--- src/rtl/voltage_pkg.sv ---
// Shared definitions for the voltage-to-BCD converter: FSM state encoding,
// width derivation helpers and the BCD nibble width.
package voltage_pkg;

  localparam int BCD_NIB_W = 4;

  typedef enum logic [1:0] {
    IDLE  = 2'd0,
    SCALE = 2'd1,
    CONV  = 2'd2,
    DONE  = 2'd3
  } state_e;

  // Bits needed to hold 0..fs_mv inclusive.
  function automatic int mv_width(input int fs_mv);
    return $clog2(fs_mv + 1);
  endfunction

  // Channel tag width; at least one bit even for a single channel.
  function automatic int ch_width(input int nch);
    return (nch > 1) ? $clog2(nch) : 1;
  endfunction

  // 10**n for sizing the largest value NDIG decimal digits can show.
  function automatic int unsigned pow10(input int n);
    int unsigned r;
    r = 1;
    for (int i = 0; i < n; i++) r = r * 10;
    return r;
  endfunction

endpackage

--- src/rtl/bcd_dabble_digit.sv ---
// One double-dabble correction cell: a BCD digit of 5 or more gets 3 added so
// that the following left shift carries correctly into the next digit.
module bcd_dabble_digit (
  input  logic [3:0] d,
  output logic [3:0] q
);

  // Add-3 correction for digits 5..15.
  always_comb begin
    q = (d >= 4'd5) ? (d + 4'd3) : d;
  end

endmodule

--- src/rtl/voltage_bcd_converter.sv ---
// Converts a raw ADC code to millivolts and then to NDIG packed BCD digits.
// One conversion at a time: IDLE accepts, SCALE multiplies, CONV runs one
// double-dabble bit per cycle then latches the result, DONE holds it until the
// consumer takes it.
// Handshake: a transfer happens on a rising edge where valid and ready are both
// high; the producer holds its data stable while valid is high and not ready.
// Build option: define VOLTAGE_BCD_ROUND_EN to round the scaled value half-up
// instead of truncating; timing is unchanged.
module voltage_bcd_converter
  import voltage_pkg::*;
#(
  parameter  int ADC_W = 12,
  parameter  int FS_MV = 5000,
  parameter  int NDIG  = 4,
  parameter  int NCH   = 4,
  localparam int CH_W  = ch_width(NCH),
  localparam int MV_W  = mv_width(FS_MV)
) (
  input  logic                      clk,
  input  logic                      rst_n,
  input  logic                      in_valid,
  output logic                      in_ready,
  input  logic [ADC_W-1:0]          in_code,
  input  logic [CH_W-1:0]           in_chan,
  output logic                      out_valid,
  input  logic                      out_ready,
  output logic [CH_W-1:0]           out_chan,
  output logic [MV_W-1:0]           out_mv,
  output logic [BCD_NIB_W*NDIG-1:0] out_bcd,
  output logic                      out_ovf
);

`ifdef VOLTAGE_BCD_ROUND_EN
  localparam int PROD_W = ADC_W + MV_W + 1;
`else
  localparam int PROD_W = ADC_W + MV_W;
`endif
  localparam int BCD_W = BCD_NIB_W * NDIG;
  localparam int CNT_W = $clog2(MV_W + 1);
  localparam int unsigned BCD_MAX = pow10(NDIG) - 1;
  localparam logic [BCD_W-1:0] ALL_NINES = {NDIG{4'h9}};

  state_e state_q, state_d;

  logic [ADC_W-1:0]  code_q;
  logic [CH_W-1:0]   chan_q;
  logic [MV_W-1:0]   mv_q;
  logic [MV_W-1:0]   sh_q;
  logic [BCD_W-1:0]  bcd_q;
  logic [BCD_W-1:0]  bcd_adj;
  logic [CNT_W-1:0]  cnt_q;
  logic [PROD_W-1:0] prod;
  logic [MV_W-1:0]   mv_scaled;
  logic              ovf;

  logic [CH_W-1:0]   res_chan;
  logic [MV_W-1:0]   res_mv;
  logic [BCD_W-1:0]  res_bcd;
  logic              res_ovf;

  // Per-digit add-3 correction applied before every shift.
  for (genvar g = 0; g < NDIG; g++) begin : g_dig
    bcd_dabble_digit u_dig (
      .d (bcd_q  [g*BCD_NIB_W +: BCD_NIB_W]),
      .q (bcd_adj[g*BCD_NIB_W +: BCD_NIB_W])
    );
  end

  // Scale the latched code to millivolts (optionally rounded half-up).
  always_comb begin
    prod = PROD_W'(code_q) * PROD_W'(FS_MV);
`ifdef VOLTAGE_BCD_ROUND_EN
    prod = prod + (PROD_W'(1) << (ADC_W - 1));
`endif
    mv_scaled = MV_W'(prod >> ADC_W);
  end

  // Value too large for NDIG digits.
  always_comb begin
    ovf = (32'(mv_q) > BCD_MAX);
  end

  // State register.
  always_ff @(posedge clk or negedge rst_n) begin
    if (!rst_n) state_q <= IDLE;
    else        state_q <= state_d;
  end

  // Next-state logic.
  always_comb begin
    state_d = state_q;
    case (state_q)
      IDLE:    if (in_valid)        state_d = SCALE;
      SCALE:                        state_d = CONV;
      CONV:    if (cnt_q == '0)     state_d = DONE;
      DONE:    if (out_ready)       state_d = IDLE;
      default:                      state_d = IDLE;
    endcase
  end

  // Handshake outputs; in_ready stays low while reset is held.
  always_comb begin
    in_ready  = rst_n && (state_q == IDLE);
    out_valid = (state_q == DONE);
  end

  // Datapath: latch input, scale, shift-and-correct, then capture the result.
  always_ff @(posedge clk or negedge rst_n) begin
    if (!rst_n) begin
      code_q   <= '0;
      chan_q   <= '0;
      mv_q     <= '0;
      sh_q     <= '0;
      bcd_q    <= '0;
      cnt_q    <= '0;
      res_chan <= '0;
      res_mv   <= '0;
      res_bcd  <= '0;
      res_ovf  <= 1'b0;
    end else begin
      case (state_q)
        IDLE: begin
          if (in_valid) begin
            code_q <= in_code;
            chan_q <= in_chan;
          end
        end
        SCALE: begin
          mv_q  <= mv_scaled;
          sh_q  <= mv_scaled;
          bcd_q <= '0;
          cnt_q <= CNT_W'(MV_W);
        end
        CONV: begin
          if (cnt_q != '0) begin
            bcd_q <= {bcd_adj[BCD_W-2:0], sh_q[MV_W-1]};
            sh_q  <= sh_q << 1;
            cnt_q <= cnt_q - CNT_W'(1);
          end else begin
            res_chan <= chan_q;
            res_mv   <= mv_q;
            res_ovf  <= ovf;
            res_bcd  <= ovf ? ALL_NINES : bcd_q;
          end
        end
        default: ;
      endcase
    end
  end

  // Result outputs come straight from the captured registers.
  always_comb begin
    out_chan = res_chan;
    out_mv   = res_mv;
    out_bcd  = res_bcd;
    out_ovf  = res_ovf;
  end

endmodule

--- config.mk ---
export PLATFORM = sky130hd
export DESIGN_NAME = voltage_bcd_converter
export DESIGN_NICKNAME = d
export VERILOG_FILES = /design/src/rtl/voltage_pkg.sv /design/src/rtl/bcd_dabble_digit.sv /design/src/rtl/voltage_bcd_converter.sv
export SDC_FILE = /design/constraint.sdc
export NUM_CORES = 1
export LEC_CHECK = 0
export CAP_MARGIN = 20
export CORE_ASPECT_RATIO = 1.75
export CORE_MARGIN = 4
export CORE_UTILIZATION = 59
export CTS_CLUSTER_DIAMETER = 100
export DETAILED_ROUTE_END_ITERATION = 10
export PLACE_DENSITY_LB_ADDON = 0.25
export REMOVE_ABC_BUFFERS = 1
export SLEW_MARGIN = 20
export SYNTH_ARGS = -nofsm -noshare
export SYNTH_HDL_FRONTEND = slang
export SYNTH_SLANG_ARGS = --single-unit
--- constraint.sdc ---
create_clock -name clk -period 6.16 [get_ports clk]
set_input_delay 1.232 -clock clk [delete_from_list [all_inputs] [get_ports clk]]
set_output_delay 1.232 -clock clk [all_outputs]
set_load 0.02 [all_outputs]
==> flow_summary_export.csv <==
group,metric,value,unit
cts,cts_tree,"yes",
cts,cts.sinks,93,
floorplan,rows,48,
route,route.detailed.drc,0,
finish,final_layout_size_suffix_gt1_share,14.17,%
cts,post_cts_resized,0,
timing,fin_setup_tns,0,ps
cts,holdBufCountCts,0,
critical_path,path_class,"reg2reg",
synth,syn_area_per_cell,10.82,um2
global_routing,grt-ovfl-total,0,
floorplan,num_io_pins,52,
timing,rsz0062_at_grt,"no",
floorplan,fp.dieW,83.97,um
placed_design,gp_congestion,0.9755,
global_routing,antenna_found_initial,0,
synth,synth.ff_latch_count,93,
critical_path,required,6380,ps
critical_path,crit_start,"code_q[5]",
finish,mostFrequentLayoutCells,"93 x dfrtp_1, 83 x inv_1, 71 x ha_1",
route,drtPass1Iterations,5,
run,max-cap-violations,0,
finish,num_antenna_cells,0,
finish,regArea,2327,um2
finish,area_growth,14.80,%
route,via_count,4049,
run_status,outcome,"finished clean",
route,routed-wl-met3,278,um
route,drt_wl_total,11.77,mm
synth,synth_ff_type,"dfrtp_1",
timing,hold_viol,0,
cts,postCtsSetupBuffers,0,
synth,synth_area,5959,um2
synth,ys_types,52,
timing,period_share,75.50,%
synth,postSynthCellCount,551,
cts,cts-root-buf,"clkbuf_16",
route,avgRoutedWirePerCell,16.24,um
global_routing,grt_pass1_vias,4470,
synth,yosysSeqAreaShare,39.05,%
critical_path,r2r-end,"mv_q[11]",
critical_path,path_max_fanout,7,
critical_path,worstSetupEndpoint,"mv_q[11]",
route,top_layer,"met4",
route,met1Wirelength,4.178,mm
route,wl_met2,6.776,mm
critical_path,worst_ep_arrival_time,4870,ps
cts,cts.htree.levels,3,
critical_path,regToRegStartpoint,"code_q[5]",
floorplan,core-area,9849,um2
finish,nFillCells,741,
timing,setup_viol,0,
synth,synth-edff-count,0,
critical_path,end_kind,"flip-flop",
timing,tightest_slew,875.4,ps
timing,finalMaxSlewViolations,0,
cts,clk_path_buf_depth,2,
critical_path,r2r_cells,18,
floorplan,die_area,11840,um2
finish,multiInputGateArea,3226,um2
timing,clock_skew,9.535,ps
critical_path,critPathLaunchType,"flip-flop",
global_routing,grt_pass1_wl,20.42,mm
synth,synthArstFlopShare,100.0,%
timing,relSlewSlack,41.64,%
cts,clock_latency,340,ps
global_routing,grt_max_degree,72,
critical_path,r2r_slack,1510,ps
route,ant_nets,0,
timing,max_clock_freq,215.0,MHz
finish,finalNetCount,707,
cts,clk_pin_slew,60,ps
floorplan,start_util,60.51,%
min_path,min_path_type,"reg2reg",
route,via_per_inst,5.585,
floorplan,dieHeight,141.0,um
timing,fin_crit,4651,ps
placed_design,dp_hpwl,9.237,mm
placed_design,port_buffers,50,
cts,numCtsBuffers,9,
route,drt_iter0_drc,238,
global_routing,grtUsageTotal,21.56,%
synth,yosys_warnings,0,
finish,final_common_cell,"dfrtp_1",
[Yosys cell counts (2+ instances only)]
master	number	area (um2)
o21ai_1	3	15.01
fa_1	22	440.4
xor2_1	8	70.07
xnor2_1	11	96.34
nor2_1	13	48.80
buf_4	3	22.52
inv_1	83	311.6
nand3_1	5	25.02
o211ai_1	2	15.01
buf_2	9	45.04
o21bai_1	2	15.01
a21oi_1	18	90.09
dfrtp_1	93	2327
ha_1	71	888.4
o31ai_2	2	25.02
clkbuf_1	7	26.28
a211oi_2	2	25.02
a31oi_1	2	12.51
a22o_1	13	113.9
o21ai_0	27	135.1
a31o_1	2	17.52
a21o_1	6	45.04
a22oi_1	5	37.54
nor3_1	3	15.01
o31ai_1	2	15.01
mux2_2	55	619.3
nor2b_1	4	25.02
and2_1	2	12.51
a211o_1	2	17.52
or2_2	2	12.51
nand2b_1	6	37.54
a211oi_1	2	15.01
nand2_1	40	150.1
nand4_1	6	37.54
[per-layer routing]
metal	vias up	GRT usage (%)
met5	-	0
met4	0	11.02
met3	27	3.509
met2	74	42.68
met1	2006	20.78
li1	1942	-
[critical path, cell delays in order (launching register included)]
cell and delay (ps):
dfrtp_1 470, inv_1 130, fa_1 510, inv_1 40
ha_1 260, inv_1 50, fa_1 520, inv_1 40
ha_1 260, inv_1 50, fa_1 490, inv_1 40
ha_1 370, nand3_1 120, a211oi_2 250, o211ai_2 250
o31ai_2 290, xor2_1 110, mux2_2 270
[flip-flops by register name, indices dropped and copies added (netlist names)]
register,cells
bcd_q,16
chan_q,2
cnt_q,4
code_q,12
mv_q,13
out_bcd,16
out_chan,2
out_mv,13
sh_q,13
state_q,2
[worst min path at each step]
stage	slack, ps	endpoint	start	depth (start not counted)
after CTS	510	sh_q[2]	sh_q[2]	2
after detailed placement	490	out_mv[7]	mv_q[7]	1
final	500	chan_q[1]	chan_q[1]	1
after global placement	480	out_chan[0]	chan_q[0]	1
after floorplan	470	sh_q[4]	sh_q[4]	2
after global routing	520	sh_q[0]	sh_q[0]	1
[area by class of cell]
cell class / count / share of cell area, %
multi-input combinational: 355 / 47.15
sequential: 93 / 34.02
timing repair buffer: 54 / 7.718
inverter: 83 / 4.554
clock buffer: 12 / 3.603
tap: 125 / 2.286
clock inverter: 3 / 0.6767
[cell families (layout without fill, tap and decap cells)]
logic type,after synthesis,count (layout),share of synthesized area [%]
other,1,1,0.06293
AOI/OAI and AO/OA,101,101,11.82
adders and majority gates,93,93,22.30
muxes,56,56,10.56
xor gates and xnor gates,19,19,2.792
DFF,93,93,39.05
buffers and inverters,103,152,6.865
and+or+nand+nor,85,85,6.551
[per-stage QoR]
stage	instance area [um2]	setup WS [ps]	hold WS [ps]	util [%]	cells
2_1_floorplan	5862	1855	469.4	-	531
3_3_place_gp	6546	1634	481.6	66.46	710
3_5_place_dp	6546	1525	490.4	66.46	710
4_1_cts	6839	1511	508.7	69.44	725
5_1_grt	6842	1265	520.7	69.46	725
6_report	6842	1509	503.2	69.46	725
Power is left out: the tool's default activity adds up to more than one toggle a clock period on the data nets, which glitch-free logic cannot reach.
